===== config.mk =====
export PLATFORM = sky130hd
export DESIGN_NAME = pop_sequence_monitor
export DESIGN_NICKNAME = d
export VERILOG_FILES = /design/src/rtl/pop_mon_pkg.sv /design/src/rtl/pop_edge_detect.sv /design/src/rtl/pop_sequence_monitor.sv
export SDC_FILE = /design/constraint.sdc
export NUM_CORES = 1
export LEC_CHECK = 0
export BUFFER_PORTS_ARGS = -buffer_cell sky130_fd_sc_hd__buf_4
export CAP_MARGIN = 30
export CORE_UTILIZATION = 38
export CTS_CLUSTER_DIAMETER = 100
export DETAILED_ROUTE_END_ITERATION = 10
export MAX_ROUTING_LAYER = met4
export SYNTH_ARGS = -nofsm -noshare
export SYNTH_HDL_FRONTEND = slang
export SYNTH_SLANG_ARGS = --single-unit
export TNS_END_PERCENT = 20

===== constraint.sdc =====
create_clock -name clk -period 10.4 [get_ports clk]
set_clock_uncertainty 0.2 [all_clocks]
set_input_delay 2.08 -clock clk [delete_from_list [all_inputs] [get_ports clk]]
set_output_delay 2.08 -clock clk [all_outputs]
set_load 0.02 [all_outputs]

===== src/rtl/pop_mon_pkg.sv =====
// Shared definitions for the POP sequence monitor: FSM state encoding,
// error codes and the tolerance helper used by the width check.
package pop_mon_pkg;

  typedef enum logic [2:0] {
    ST_IDLE   = 3'd0,
    ST_PUMP   = 3'd1,
    ST_GAPA   = 3'd2,
    ST_MW     = 3'd3,
    ST_GAPB   = 3'd4,
    ST_PROBE  = 3'd5,
    ST_REPORT = 3'd6
  } pop_state_e;

  localparam logic [2:0] ERR_NONE    = 3'd0;
  localparam logic [2:0] ERR_TIMEOUT = 3'd1;
  localparam logic [2:0] ERR_ORDER   = 3'd2;
  localparam logic [2:0] ERR_OVERLAP = 3'd3;
  localparam logic [2:0] ERR_SAMPLE  = 3'd4;
  localparam logic [2:0] ERR_WIDTH   = 3'd5;

  // True when |meas - exp| <= tol (inclusive bound).
  function automatic logic within_tol(input logic [31:0] meas_i,
                                      input logic [31:0] exp_i,
                                      input logic [31:0] tol_i);
    logic [31:0] diff;
    diff = (meas_i >= exp_i) ? (meas_i - exp_i) : (exp_i - meas_i);
    return (diff <= tol_i);
  endfunction

endpackage


===== src/rtl/pop_edge_detect.sv =====
// Level/edge extraction for one monitored pulse line.
// With POP_MON_SYNC_EN defined the input first passes a 2-flop
// synchroniser (adds 2 clk of latency); otherwise it is used directly.
module pop_edge_detect (
  input  logic clk,
  input  logic rst_n,
  input  logic d_i,
  output logic lvl_o,
  output logic rise_o,
  output logic fall_o
);

  logic lvl_s;
  logic prev_q;

`ifdef POP_MON_SYNC_EN
  logic [1:0] sync_q;

  // Two-stage synchroniser for externally looped-back pins.
  always_ff @(posedge clk or negedge rst_n) begin
    if (!rst_n) begin
      sync_q <= 2'b00;
    end else begin
      sync_q <= {sync_q[0], d_i};
    end
  end

  assign lvl_s = sync_q[1];
`else
  assign lvl_s = d_i;
`endif

  // History register: previous sampled level for edge detection.
  always_ff @(posedge clk or negedge rst_n) begin
    if (!rst_n) begin
      prev_q <= 1'b0;
    end else begin
      prev_q <= lvl_s;
    end
  end

  assign lvl_o  = lvl_s;
  assign rise_o = lvl_s & ~prev_q;
  assign fall_o = ~lvl_s & prev_q;

endmodule


===== src/rtl/pop_sequence_monitor.sv =====
// Receiving-end monitor of the POP pulse interface. Measures one full
// pump -> gap -> MW -> gap -> probe cycle, checks order, overlap, sample
// gating, timeout and widths, and reports each cycle with a 1-clk strobe.
// Optional build macro: POP_MON_SYNC_EN (2-flop input synchronisers).
module pop_sequence_monitor
  import pop_mon_pkg::*;
#(
  parameter int unsigned CNT_W         = 16,
  parameter int unsigned PUMP_EXP      = 1000,
  parameter int unsigned GAPA_EXP      = 50,
  parameter int unsigned MW_EXP        = 200,
  parameter int unsigned GAPB_EXP      = 50,
  parameter int unsigned PROBE_EXP     = 100,
  parameter int unsigned TOL           = 2,
  parameter int unsigned TIMEOUT_TICKS = 60000
) (
  input  logic             clk,
  input  logic             reset,
  input  logic             pump,
  input  logic             MW,
  input  logic             probe,
  input  logic             sample,
  output logic             cycle_valid,
  output logic             cycle_ok,
  output logic [2:0]       err_code,
  output logic [CNT_W-1:0] pump_width,
  output logic [CNT_W-1:0] gap_a,
  output logic [CNT_W-1:0] mw_width,
  output logic [CNT_W-1:0] gap_b,
  output logic [CNT_W-1:0] probe_width
);

  localparam logic [CNT_W-1:0] CNT_MAX   = {CNT_W{1'b1}};
  localparam logic [CNT_W-1:0] CNT_ONE   = CNT_W'(1);
  localparam logic [CNT_W-1:0] TIMEOUT_C = CNT_W'(TIMEOUT_TICKS);

  // Edge-detected views of the four monitored lines.
  logic p_lvl_s, p_rise_s, p_fall_s;
  logic m_lvl_s, m_rise_s, m_fall_s;
  logic pr_lvl_s, pr_rise_s, pr_fall_s;
  logic smp_lvl_s, unused_smp_rise_s, unused_smp_fall_s;

  pop_edge_detect u_ed_pump (
    .clk(clk), .rst_n(reset), .d_i(pump),
    .lvl_o(p_lvl_s), .rise_o(p_rise_s), .fall_o(p_fall_s)
  );
  pop_edge_detect u_ed_mw (
    .clk(clk), .rst_n(reset), .d_i(MW),
    .lvl_o(m_lvl_s), .rise_o(m_rise_s), .fall_o(m_fall_s)
  );
  pop_edge_detect u_ed_probe (
    .clk(clk), .rst_n(reset), .d_i(probe),
    .lvl_o(pr_lvl_s), .rise_o(pr_rise_s), .fall_o(pr_fall_s)
  );
  pop_edge_detect u_ed_sample (
    .clk(clk), .rst_n(reset), .d_i(sample),
    .lvl_o(smp_lvl_s), .rise_o(unused_smp_rise_s), .fall_o(unused_smp_fall_s)
  );

  pop_state_e       state_q, state_d;
  logic [CNT_W-1:0] cnt_q, cnt_d, cnt_inc_s;
  logic [CNT_W-1:0] pw_q, pw_d, ga_q, ga_d, mwm_q, mwm_d, gb_q, gb_d, prm_q, prm_d;
  logic [2:0]       fault_s, rep_err_s;
  logic             timeout_s, order_s, overlap_s, sample_s, widths_ok_s;

  logic             cycle_valid_q, cycle_ok_q;
  logic [2:0]       err_code_q;
  logic [CNT_W-1:0] pump_width_q, gap_a_q, mw_width_q, gap_b_q, probe_width_q;

  // Error detection, phase counting and next-state selection.
  always_comb begin
    state_d   = state_q;
    cnt_d     = cnt_q;
    pw_d      = pw_q;
    ga_d      = ga_q;
    mwm_d     = mwm_q;
    gb_d      = gb_q;
    prm_d     = prm_q;
    rep_err_s = ERR_NONE;
    fault_s   = ERR_NONE;

    timeout_s = (cnt_q >= TIMEOUT_C);
    order_s   = p_rise_s | (pr_rise_s & ((state_q == ST_PUMP) | (state_q == ST_GAPA)));
    overlap_s = (p_lvl_s & m_lvl_s) | (p_lvl_s & pr_lvl_s) | (m_lvl_s & pr_lvl_s);
    // The probe-fall cycle itself is not gated: probe is already low there.
    sample_s  = ~smp_lvl_s & (pr_rise_s | ((state_q == ST_PROBE) & pr_lvl_s));

    if (timeout_s) begin
      fault_s = ERR_TIMEOUT;
    end else if (order_s) begin
      fault_s = ERR_ORDER;
    end else if (overlap_s) begin
      fault_s = ERR_OVERLAP;
    end else if (sample_s) begin
      fault_s = ERR_SAMPLE;
    end else begin
      fault_s = ERR_NONE;
    end

    cnt_inc_s = (cnt_q == CNT_MAX) ? cnt_q : (cnt_q + CNT_ONE);

    // Probe width is still in the counter on the probe-fall cycle.
    widths_ok_s = within_tol(32'(pw_q),  PUMP_EXP,  TOL) &
                  within_tol(32'(ga_q),  GAPA_EXP,  TOL) &
                  within_tol(32'(mwm_q), MW_EXP,    TOL) &
                  within_tol(32'(gb_q),  GAPB_EXP,  TOL) &
                  within_tol(32'(cnt_q), PROBE_EXP, TOL);

    case (state_q)
      ST_IDLE, ST_REPORT: begin
        if (p_rise_s) begin
          state_d = ST_PUMP;
          cnt_d   = CNT_ONE;
          pw_d    = '0;
          ga_d    = '0;
          mwm_d   = '0;
          gb_d    = '0;
          prm_d   = '0;
        end else begin
          state_d = ST_IDLE;
          cnt_d   = '0;
        end
      end
      ST_PUMP: begin
        if (fault_s != ERR_NONE) begin
          state_d   = ST_REPORT;
          rep_err_s = fault_s;
          cnt_d     = '0;
          pw_d      = cnt_q;
        end else if (p_fall_s) begin
          state_d = m_rise_s ? ST_MW : ST_GAPA;
          cnt_d   = CNT_ONE;
          pw_d    = cnt_q;
        end else begin
          cnt_d = cnt_inc_s;
        end
      end
      ST_GAPA: begin
        if (fault_s != ERR_NONE) begin
          state_d   = ST_REPORT;
          rep_err_s = fault_s;
          cnt_d     = '0;
          ga_d      = cnt_q;
        end else if (m_rise_s) begin
          state_d = ST_MW;
          cnt_d   = CNT_ONE;
          ga_d    = cnt_q;
        end else begin
          cnt_d = cnt_inc_s;
        end
      end
      ST_MW: begin
        if (fault_s != ERR_NONE) begin
          state_d   = ST_REPORT;
          rep_err_s = fault_s;
          cnt_d     = '0;
          mwm_d     = cnt_q;
        end else if (m_fall_s) begin
          state_d = pr_rise_s ? ST_PROBE : ST_GAPB;
          cnt_d   = CNT_ONE;
          mwm_d   = cnt_q;
        end else begin
          cnt_d = cnt_inc_s;
        end
      end
      ST_GAPB: begin
        if (fault_s != ERR_NONE) begin
          state_d   = ST_REPORT;
          rep_err_s = fault_s;
          cnt_d     = '0;
          gb_d      = cnt_q;
        end else if (pr_rise_s) begin
          state_d = ST_PROBE;
          cnt_d   = CNT_ONE;
          gb_d    = cnt_q;
        end else begin
          cnt_d = cnt_inc_s;
        end
      end
      ST_PROBE: begin
        if (fault_s != ERR_NONE) begin
          state_d   = ST_REPORT;
          rep_err_s = fault_s;
          cnt_d     = '0;
          prm_d     = cnt_q;
        end else if (pr_fall_s) begin
          state_d   = ST_REPORT;
          rep_err_s = widths_ok_s ? ERR_NONE : ERR_WIDTH;
          cnt_d     = '0;
          prm_d     = cnt_q;
        end else begin
          cnt_d = cnt_inc_s;
        end
      end
      default: begin
        state_d = ST_IDLE;
        cnt_d   = '0;
      end
    endcase
  end

  // FSM state, phase counter and per-phase measurement registers.
  always_ff @(posedge clk or negedge reset) begin
    if (!reset) begin
      state_q <= ST_IDLE;
      cnt_q   <= '0;
      pw_q    <= '0;
      ga_q    <= '0;
      mwm_q   <= '0;
      gb_q    <= '0;
      prm_q   <= '0;
    end else begin
      state_q <= state_d;
      cnt_q   <= cnt_d;
      pw_q    <= pw_d;
      ga_q    <= ga_d;
      mwm_q   <= mwm_d;
      gb_q    <= gb_d;
      prm_q   <= prm_d;
    end
  end

  // Result latch: loads on entry to REPORT, holds until the next one.
  always_ff @(posedge clk or negedge reset) begin
    if (!reset) begin
      cycle_valid_q <= 1'b0;
      cycle_ok_q    <= 1'b0;
      err_code_q    <= ERR_NONE;
      pump_width_q  <= '0;
      gap_a_q       <= '0;
      mw_width_q    <= '0;
      gap_b_q       <= '0;
      probe_width_q <= '0;
    end else if (state_d == ST_REPORT) begin
      cycle_valid_q <= 1'b1;
      cycle_ok_q    <= (rep_err_s == ERR_NONE);
      err_code_q    <= rep_err_s;
      pump_width_q  <= pw_d;
      gap_a_q       <= ga_d;
      mw_width_q    <= mwm_d;
      gap_b_q       <= gb_d;
      probe_width_q <= prm_d;
    end else begin
      cycle_valid_q <= 1'b0;
    end
  end

  assign cycle_valid = cycle_valid_q;
  assign cycle_ok    = cycle_ok_q;
  assign err_code    = err_code_q;
  assign pump_width  = pump_width_q;
  assign gap_a       = gap_a_q;
  assign mw_width    = mw_width_q;
  assign gap_b       = gap_b_q;
  assign probe_width = probe_width_q;

endmodule


==> flow_results.org, run 1 <==
** Routing
- DRC Markers :: 0
- In this run the remaining antenna-violating nets after routing total 0.
- For this run, the detailed router's first-pass iteration total came to 5.
- Number of vias per cell after detailed routing :: 5.76
- Count of routing violations after the opening detailed-route iteration :: 823
- Across all layers, the routed design uses 8980 vias.
- After detailed routing, the average wire length per cell comes to 20.8 µm.
- Wires add up to 32.4 mm.

** Pwr
- Post-layout total power :: 0.00216 W
- IR analysis of the VDD net gives a maximum drop of 0.138 mV.
- Of the total power, combinational logic draws 0.293.
- Of the total power, the share spent switching nets is 0.369.
- Static Leakage :: 5.80 nW
- For this design the ratio of total power to cell area is 177 mW/mm².
- The internal portion of the total power is 0.00136 W.
- Power share of the sequential group :: 0.381
- Switch Pwr :: 0.000796 W
- Of the total power, the clock network draws 0.326.

** Synth
- Synth Register Bits :: 187
- Yosys top cell by area :: sky130_fd_sc_hd__dfrtp_1
- Syn Inst Count :: 1121
- Number of flops mapped to enable cells by yosys :: 0
- Of the post-synthesis cell area, the dominant cell type holds 0.444.
- Largest cells by area after synthesis :: sky130_fd_sc_hd__dfrtp_1 (44%), sky130_fd_sc_hd__mux2_2 (8.8%), sky130_fd_sc_hd__nand2_1 (5.1%), sky130_fd_sc_hd__nand3_1 (4.4%), sky130_fd_sc_hd__ha_1 (3.3%)
- The share of the Yosys chip area taken by registers is 0.444.
- The Yosys step of the flow raised 0 warnings.
- Total nets after synthesis :: 1155
- Synthesized area :: 0.0105 mm²
- Post-synth ARST share :: 1.00
- Synthesis instantiated 81 different standard cells from the library.
- Synth Area per Inst :: 9.40 µm²
- The most used flip-flop cell after synthesis is sky130_fd_sc_hd__dfrtp_1.

** Timing
- Setup violations remaining at the end of the flow were counted as 0.
- At the pin with the least slew margin, the transition time is 923 ps.
- Relative slew slack :: 0.385
- Final min period :: 5230 ps
- Of the available clock period, the critical path in the final layout requires 0.503.
- The final count of hold timing violations came to 0.
- Adding up every negative setup slack in the final design gives 0 ps.
- Final count of pins violating max slew :: 0
- Slack of the critical path :: 5170 ps
- Derived from the worst setup path, the maximum achievable clock frequency is 191 MHz.
- Setup repair after global routing left no endpoint under its margin.

** Worst setup path
- Kind of start point of the critical path :: primary input
- Type of the worst setup path :: primary input to flip-flop
- In this run the worst path has a maximum fanout of 61.
- For the worst flop-to-flop path, the logic depth is 13.
- FF-to-FF End :: gap_b[9]$_DFFE_PN0P_
- In this run the critical register-to-register path is launched from cnt_q[5]$_DFF_PN0_.
- Counting stages on the worst path, the most repeated cell is sky130_fd_sc_hd__buf_4.
- The worst setup path is captured at a flip-flop.
- On the critical path, the stage with the largest delay is an instance of sky130_fd_sc_hd__nor2b_1.
- CP max stage delay :: 770 ps
- Critical path cell sequence :: buf_4 -> nand2_1 -> o31ai_1 -> a2111oi_2 -> buf_4 -> o21ai_0 -> nor2b_1 -> nor3_1 -> o21ai_1 -> nand2_4 -> buf_4 -> buf_16 -> mux2_2
- Setup slack on the worst reg-to-reg path comes out at 5390 ps.
- CP Data Required Time :: 10540 ps
- Data on the critical path arrives at its endpoint at 5360 ps.

** Run status
- Result of the run :: finished, final reports clean

** GRT
- Pin count of the biggest net entering global routing :: 118
- Vias in the first global route :: 8580
- Global routing finished with a remaining overflow of 0.
- GRT Total Usage :: 0.243
- The initial antenna violation count came to 2.
- Global-route wire length before repair :: 51.0 mm

** Layout
- In the final design database the tool counted 1207 nets.
- End-of-flow core utilization :: 0.449
- Count of fill cells added during filler insertion :: 2628
- Share of layout cells above drive strength 1 :: 0.206
- Area overhead of the layout relative to synthesis :: 15.6%

** Floorplan
- Initial Util :: 0.389
- Row count :: 60
- Measured along the x axis, the die boundary spans 169 µm.
- Die Outline Area :: 0.0284 mm²
- Ports placed on the boundary :: 91
- Core box area :: 0.0271 mm²
- The die is 169 µm tall.

** Clock network
- Count of buffers added by post-CTS timing repair for setup :: 0
- Post-CTS Resized :: 0
- Buffer levels on the longest clock path :: 2
- After clock tree synthesis, the flow added hold-fix buffers numbering 0.
- TritonCTS clock tree :: yes
- Clk pin slew, worst setup/hold paths :: 80 ps
- Latest clock arrival within the worst-skew pair :: 450 ps
- TritonCTS created 17 clock buffers.
- TritonCTS sink count :: 187
- The tree is rooted in a sky130_fd_sc_hd__clkbuf_16.
- Maximum level of the CTS H-tree :: 4

** Hold path
- The path class of the tightest hold or removal check is flip-flop to flip-flop.
- Destination of the worst hold path :: err_code[1]$_DFFE_PN0P_
- Along the worst hold path, the cell count comes to 1.
- In this run the most critical hold path is launched from err_code[1]$_DFFE_PN0P_.

** Place
- Weighted congestion at the end of routability-driven global placement :: 0.992
- Input and output buffers added on the ports amount to 90.
- Detailed placement ended at an HPWL of 22.7 mm.
- Prior to clock tree synthesis, the placed netlist has a worst setup slack of 4730 ps.

** Job
- Max capacitance violation total :: 0
-- routing by layer --
metal	global-route usage	up-vias	routed length, µm
li1	-	4167	-
met2	0.364	338	14800
met3	0.0358	41	1850
met4	0.0577	0	514
met5	-	-	0
met1	0.347	4434	15300
-- state kept, by name, summed over array words and instances, names as in the netlist --
name and flops:
u_ed_mw.prev_q 1, mwm_q 16, gap_a 16, u_ed_probe.prev_q 1, mw_width 16, state_q 3
pw_q 16, gap_b 16, u_ed_pump.prev_q 1, pump_width 16, err_code 3, cycle_valid 1
cycle_ok 1, gb_q 16, cnt_q 16, prm_q 16, ga_q 16, probe_width 16
-- cells by family after synthesis --
kind of cell | Yosys count | synth area share
compound gates | 220 | 0.138
simple gates | 456 | 0.217
xor+xnor | 36 | 0.0299
buf+inv | 100 | 0.0386
fa+ha+maj | 29 | 0.0342
mux | 93 | 0.0981
flops | 187 | 0.444
-- power by group through the flow --
stage	Combinational, W	Clock (W)	Sequential [W]
CTS	0.000634	0.000719	0.000823
global route	0.000689	0.000746	0.000831
floorplan	0.000426	0	0.000839
detailed placement	0.000632	0	0.000837
global placement	0.000614	0	0.000836
finish	0.000632	0.000704	0.000823
-- placed cells by master, fill, tap and decap left out, drive strengths merged, types with 8 or more instances in the layout --
| master | count |
|---|---|
| xor2 | 16 |
| o21ai | 72 |
| or3 | 13 |
| ha | 28 |
| nand4 | 17 |
| o31ai | 13 |
| nor2b | 14 |
| xnor2 | 20 |
| nand2b | 14 |
| buf | 103 |
| o211ai | 9 |
| nor3 | 34 |
| dfrtp | 187 |
| mux2 | 82 |
| nand2 | 144 |
| inv | 36 |
| a21oi | 43 |
| and2 | 8 |
| nand3 | 93 |
| a211oi | 10 |
| clkbuf | 18 |
| nor4 | 19 |
| a2111oi | 9 |
| or4 | 12 |
| nor2 | 61 |
| mux2i | 11 |
-- synthesized netlist by cell type (all sizes together), types with 6 or more instances --
cell       n
dfrtp    187
nand2    144
nand3     93
mux2      82
o21ai     72
nor2      61
clkbuf    51
a21oi     43
nor3      34
ha        28
inv       28
buf       20
xnor2     20
nor4      19
nand4     17
xor2      16
nand2b    14
nor2b     14
o31ai     13
or3       13
or4       12
mux2i     11
a211oi    10
a2111oi    9
o211ai     9
and2       8
o22ai      6
or2        6
-- layout make-up --
type                    count  area [µm²]  share of cell area
repair buffers            104         827              0.0679
inverters                  29         109             0.00894
clock inverters            15         214              0.0176
clock buffers              17         425              0.0349
flip-flops and latches    187        4680               0.384
well taps                 372         465              0.0382
diodes                      1        2.50            0.000205
multi-input cells         834        5460               0.448
-- metrics by stage --
stage	hold WS [ps]	area [µm²]	std cells
floorplan	258	10500	1121
global placement	266	11500	1524
detailed placement	264	11500	1525
CTS	295	12200	1557
global route	319	12200	1559
finish	290	12200	1559
-- worst max-delay path, delay by kind of cell --
kind            cells  cell delay (ps)
simple gates        4             1070
compound gates      4              970
mux                 1              330
buf+inv             4              840
-- worst max path at each step --
stage / start / to / cells past startpoint / slack, ps
2_1_floorplan: pump / gap_a[0]$_DFFE_PN0P_ / 10 / 5750
3_3_place_gp: probe / mw_width[9]$_DFFE_PN0P_ / 11 / 4710
3_5_place_dp: probe / gap_b[9]$_DFFE_PN0P_ / 13 / 4730
4_1_cts: probe / gap_b[9]$_DFFE_PN0P_ / 13 / 5200
5_1_grt: probe / gap_b[9]$_DFFE_PN0P_ / 13 / 4970
6_report: probe / gap_b[9]$_DFFE_PN0P_ / 13 / 5170
Note: power is estimated with default switching activity, not from simulation.
==> run 2: changes to the inputs <==
==> constraint.sdc (replaced) <==
create_clock -name clk -period 4.3 [get_ports clk]
set_clock_uncertainty 0.2 [all_clocks]
set_input_delay 0.86 -clock clk [delete_from_list [all_inputs] [get_ports clk]]
set_output_delay 0.86 -clock clk [all_outputs]
set_load 0.02 [all_outputs]
==> run 2 against run 1 <==
  * Via count up 0.45%
  * Design area rose by 1.3%
  * Flip-flop and latch count unchanged
  * Largest cell class unchanged
  * Largest power group unchanged
==> flow_results.org, run 2 (synthesis gave the netlist of run 1 again) <==
** Run status
- Result of the run :: finished, final reports clean

** Worst setup path
- The critical path goes through o311a_1 -> nor4_2 -> nand3_1 -> mux2i_1 -> o221ai_1 -> nor4_1 -> nand4b_1 -> nor4_2 -> buf_4 -> nor2_1 -> o21ai_2 -> a32o_1.
- Critical path peak fanout :: 11 (-82%)
- CP max stage delay :: 520 ps (-250 ps)
- Path length in cells of the critical path :: 12 (-1)
- Most common cell type on the critical path :: sky130_fd_sc_hd__nor4_2
- The worst setup path is captured at a flip-flop.
- Timing startpoint of the critical path :: cnt_q[2]$_DFF_PN0_
- Register-to-register setup slack :: 250 ps (-5140 ps)
- Kind of start point of the critical path :: flip-flop
- FF-to-FF End :: cycle_ok$_DFFE_PN0P_
- Data arrival at the endpoint of the critical path :: 4230 ps (-1130 ps)
- CP Data Required Time :: 4480 ps (-6060 ps)
- Type of the worst setup path :: flip-flop to flip-flop
- The critical path ends at cycle_ok$_DFFE_PN0P_.
- Critical path's top delay family :: simple AND/OR/NAND/NOR gates
- The largest individual stage delay along the critical path comes from the cell sky130_fd_sc_hd__dfrtp_1.
- In this run the critical register-to-register path is launched from cnt_q[2]$_DFF_PN0_.
- Depth of the most critical reg-to-reg path :: 12 (-1)
- Critical path buffers and inverters :: 1 (-3)

** Floorplan
- The initial cell density of the core is 0.389 (unchanged).
- Horiz. Die Dim :: 169 µm (unchanged)
- The die area is 0.0284 mm² (unchanged).
- Core box area :: 0.0271 mm² (unchanged)
- Row count :: 60 (unchanged)
- The number of top-level pins came to 91 (unchanged).
- The die height was 169 µm (unchanged).

** Clock network
- The number of buffers added to fix hold violations after cts is 0 (unchanged).
- Cts bufs inserted :: 17 (unchanged)
- The number of setup buffers added after CTS came to 0 (unchanged).
- Clk Tree Root Cell :: sky130_fd_sc_hd__clkbuf_16
- The number of buffers between clock root and the deepest sink came to 2 (unchanged).
- The insertion delay of the later-clocked pin in the worst-skew pair came to 450 ps (about the same).
- The clock transition at the register clock pins on the worst setup and hold paths after CTS came to 80 ps (about the same).
- The number of clock sinks was 187 (unchanged).
- TritonCTS clock tree :: yes
- The maximum level of the CTS H-tree is 4 (unchanged).
- Post-CTS Resized :: 0 (unchanged)

** Timing
- Final setup vio count :: 0 (unchanged)
- Timing would allow up to 247 MHz.
- The worst setup slack after layout is 247 ps (-4930 ps).
- The actual slew at the worst max-slew pin is 846 ps (-76.8 ps).
- The worst hold margin came to 239 ps (-51.0 ps).
- The final count of hold timing violations was 0 (unchanged).
- Fin Setup TNS :: 0 ps (unchanged)
- In the finished design, the share of the clock period the worst path needs comes to 0.943.
- Final count of pins violating max slew :: 0 (unchanged)
- Final min period :: 4050 ps
- Relative slew slack :: 0.433 (+0.0478)
- Setup repair after global routing missed its margin :: no

** Routing
- Antenna-violating nets left :: 0 (unchanged)
- Average wire per standard cell :: 21.0 µm (+1.1%)
- The initial detailed-routing violation count came to 961 (+17%).
- The overall routed net length came to 33.4 mm (+2.9%).
- Number of vias per cell after detailed routing :: 5.69 (-1.3%)
- The first-pass iteration count of the detailed router was 5 (unchanged).
- Vias :: 9020 (+0.45%)
- The number of remaining DRC errors came to 0 (unchanged).

** Pwr
- Static Leakage :: 5.93 nW (+2.2%)
- The power density over the cells was 419 mW/mm² (+140%).
- Peak VDD IR :: 0.373 mV (+170%)

** Job
- The count of max-cap constraint violations was 0 (unchanged).

** Layout
- Most frequent standard cell in the layout excluding fill and tap cells :: sky130_fd_sc_hd__dfrtp_1
- Count of fill cells added during filler insertion :: 2616 (-0.46%)
- The number of antenna repair diodes is 0 (-1).
- Share of layout cells above drive strength 1 :: 0.223 (+0.0175)
- Most frequent cells in the layout :: sky130_fd_sc_hd__dfrtp_1 (187), sky130_fd_sc_hd__nand2_1 (143), sky130_fd_sc_hd__buf_4 (129), sky130_fd_sc_hd__nand3_1 (93), sky130_fd_sc_hd__mux2_2 (82)
- The post-layout net count came to 1235 (+2.3%).
- The area growth from synthesis to layout is 17.1%.

** GRT
- The remaining global-route overflow is 0 (unchanged).
- Vias in the first global route :: 8701 (+1.4%)
- The first-pass GRT wire length came to 51.9 mm (+1.8%).
- Number of antenna violations at the first check in global routing :: 0 (-2)
- The largest net degree at the start of global routing is 81 (-31%).
- The global-route usage over all layers came to 0.249 (+0.00569).

** Place
- The final weighted congestion of routability-driven global placement came to 0.949 (-4.3%).
- DP Wirelength :: 24.2 mm (+6.7%)
- The quantity of I/O buffers inserted on ports was 90 (unchanged).
- The worst slack at placement was 354 ps (-4380 ps).

** Hold path
- In this run the worst hold path is classified as primary input to async pin.
-- run 2: cell types whose count changed in the layout (fill, tap and decap cells not counted), sizes merged --
cell,previous run,this run
clkinv,6,4
clkbuf,18,19
diode,1,0
bufinv,1,2
buf,103,131
-- run 2: worst min-delay path by stage --
stage                                  end  depth (start not counted)               startpoint  slack [ps]
6_report       probe_width[15]$_DFFE_PN0P_                          1                    reset         240
5_1_grt        probe_width[15]$_DFFE_PN0P_                          1                    reset         300
4_1_cts        probe_width[15]$_DFFE_PN0P_                          1                    reset         270
3_5_place_dp       err_code[1]$_DFFE_PN0P_                          1  err_code[1]$_DFFE_PN0P_         270
3_3_place_gp       err_code[1]$_DFFE_PN0P_                          1  err_code[1]$_DFFE_PN0P_         270
2_1_floorplan           prm_q[6]$_DFF_PN0_                          2       prm_q[6]$_DFF_PN0_         260
-- run 2: per-layer routing --
metal | vias up | global-route usage | share of wire
li1 | 4204 | - | -
met5 | - | - | 0
met3 | 55 | 0.0313 | 0.048
met4 | 0 | 0.0798 | 0.028
met2 | 318 | 0.382 | 0.46
met1 | 4443 | 0.343 | 0.47
-- run 2: area by class of cell --
class,count,area [µm²],area share
inverter,29,109,0.00882
multi-input combinational,834,5460,0.443
tap,372,465,0.0377
clock buffer,18,429,0.0348
clock inverter,14,174,0.0141
sequential,187,4680,0.379
timing repair buffer,132,1020,0.0828
-- run 2: worst register-to-register path: cells and delay by family, from the launching register on --
kind	cells	cell delay [ps]
mux	1	470
buf+inv	1	190
simple gates	6	1600
flops	1	520
compound gates	4	1010
-- run 2: where the power goes --
part / leakage (nW) / total, W / switching, W / internal (W)
logic: 3.04 / 0.00155 / 0.000959 / 0.000589
registers: 2.59 / 0.00198 / 0.000119 / 0.00186
clock network: 0.296 / 0.00165 / 0.000764 / 0.000884
-- run 2: through the flow --
stage	cell area, µm²	instances	util	total power (W)
after detailed placement	11700	1554	0.433	0.00356
final	12300	1586	0.455	0.00517
after floorplan	10500	1121	-	0.00306
after CTS	12300	1586	0.455	0.00522
after global placement	11700	1554	0.433	0.00356
after global routing	12300	1586	0.455	0.00544
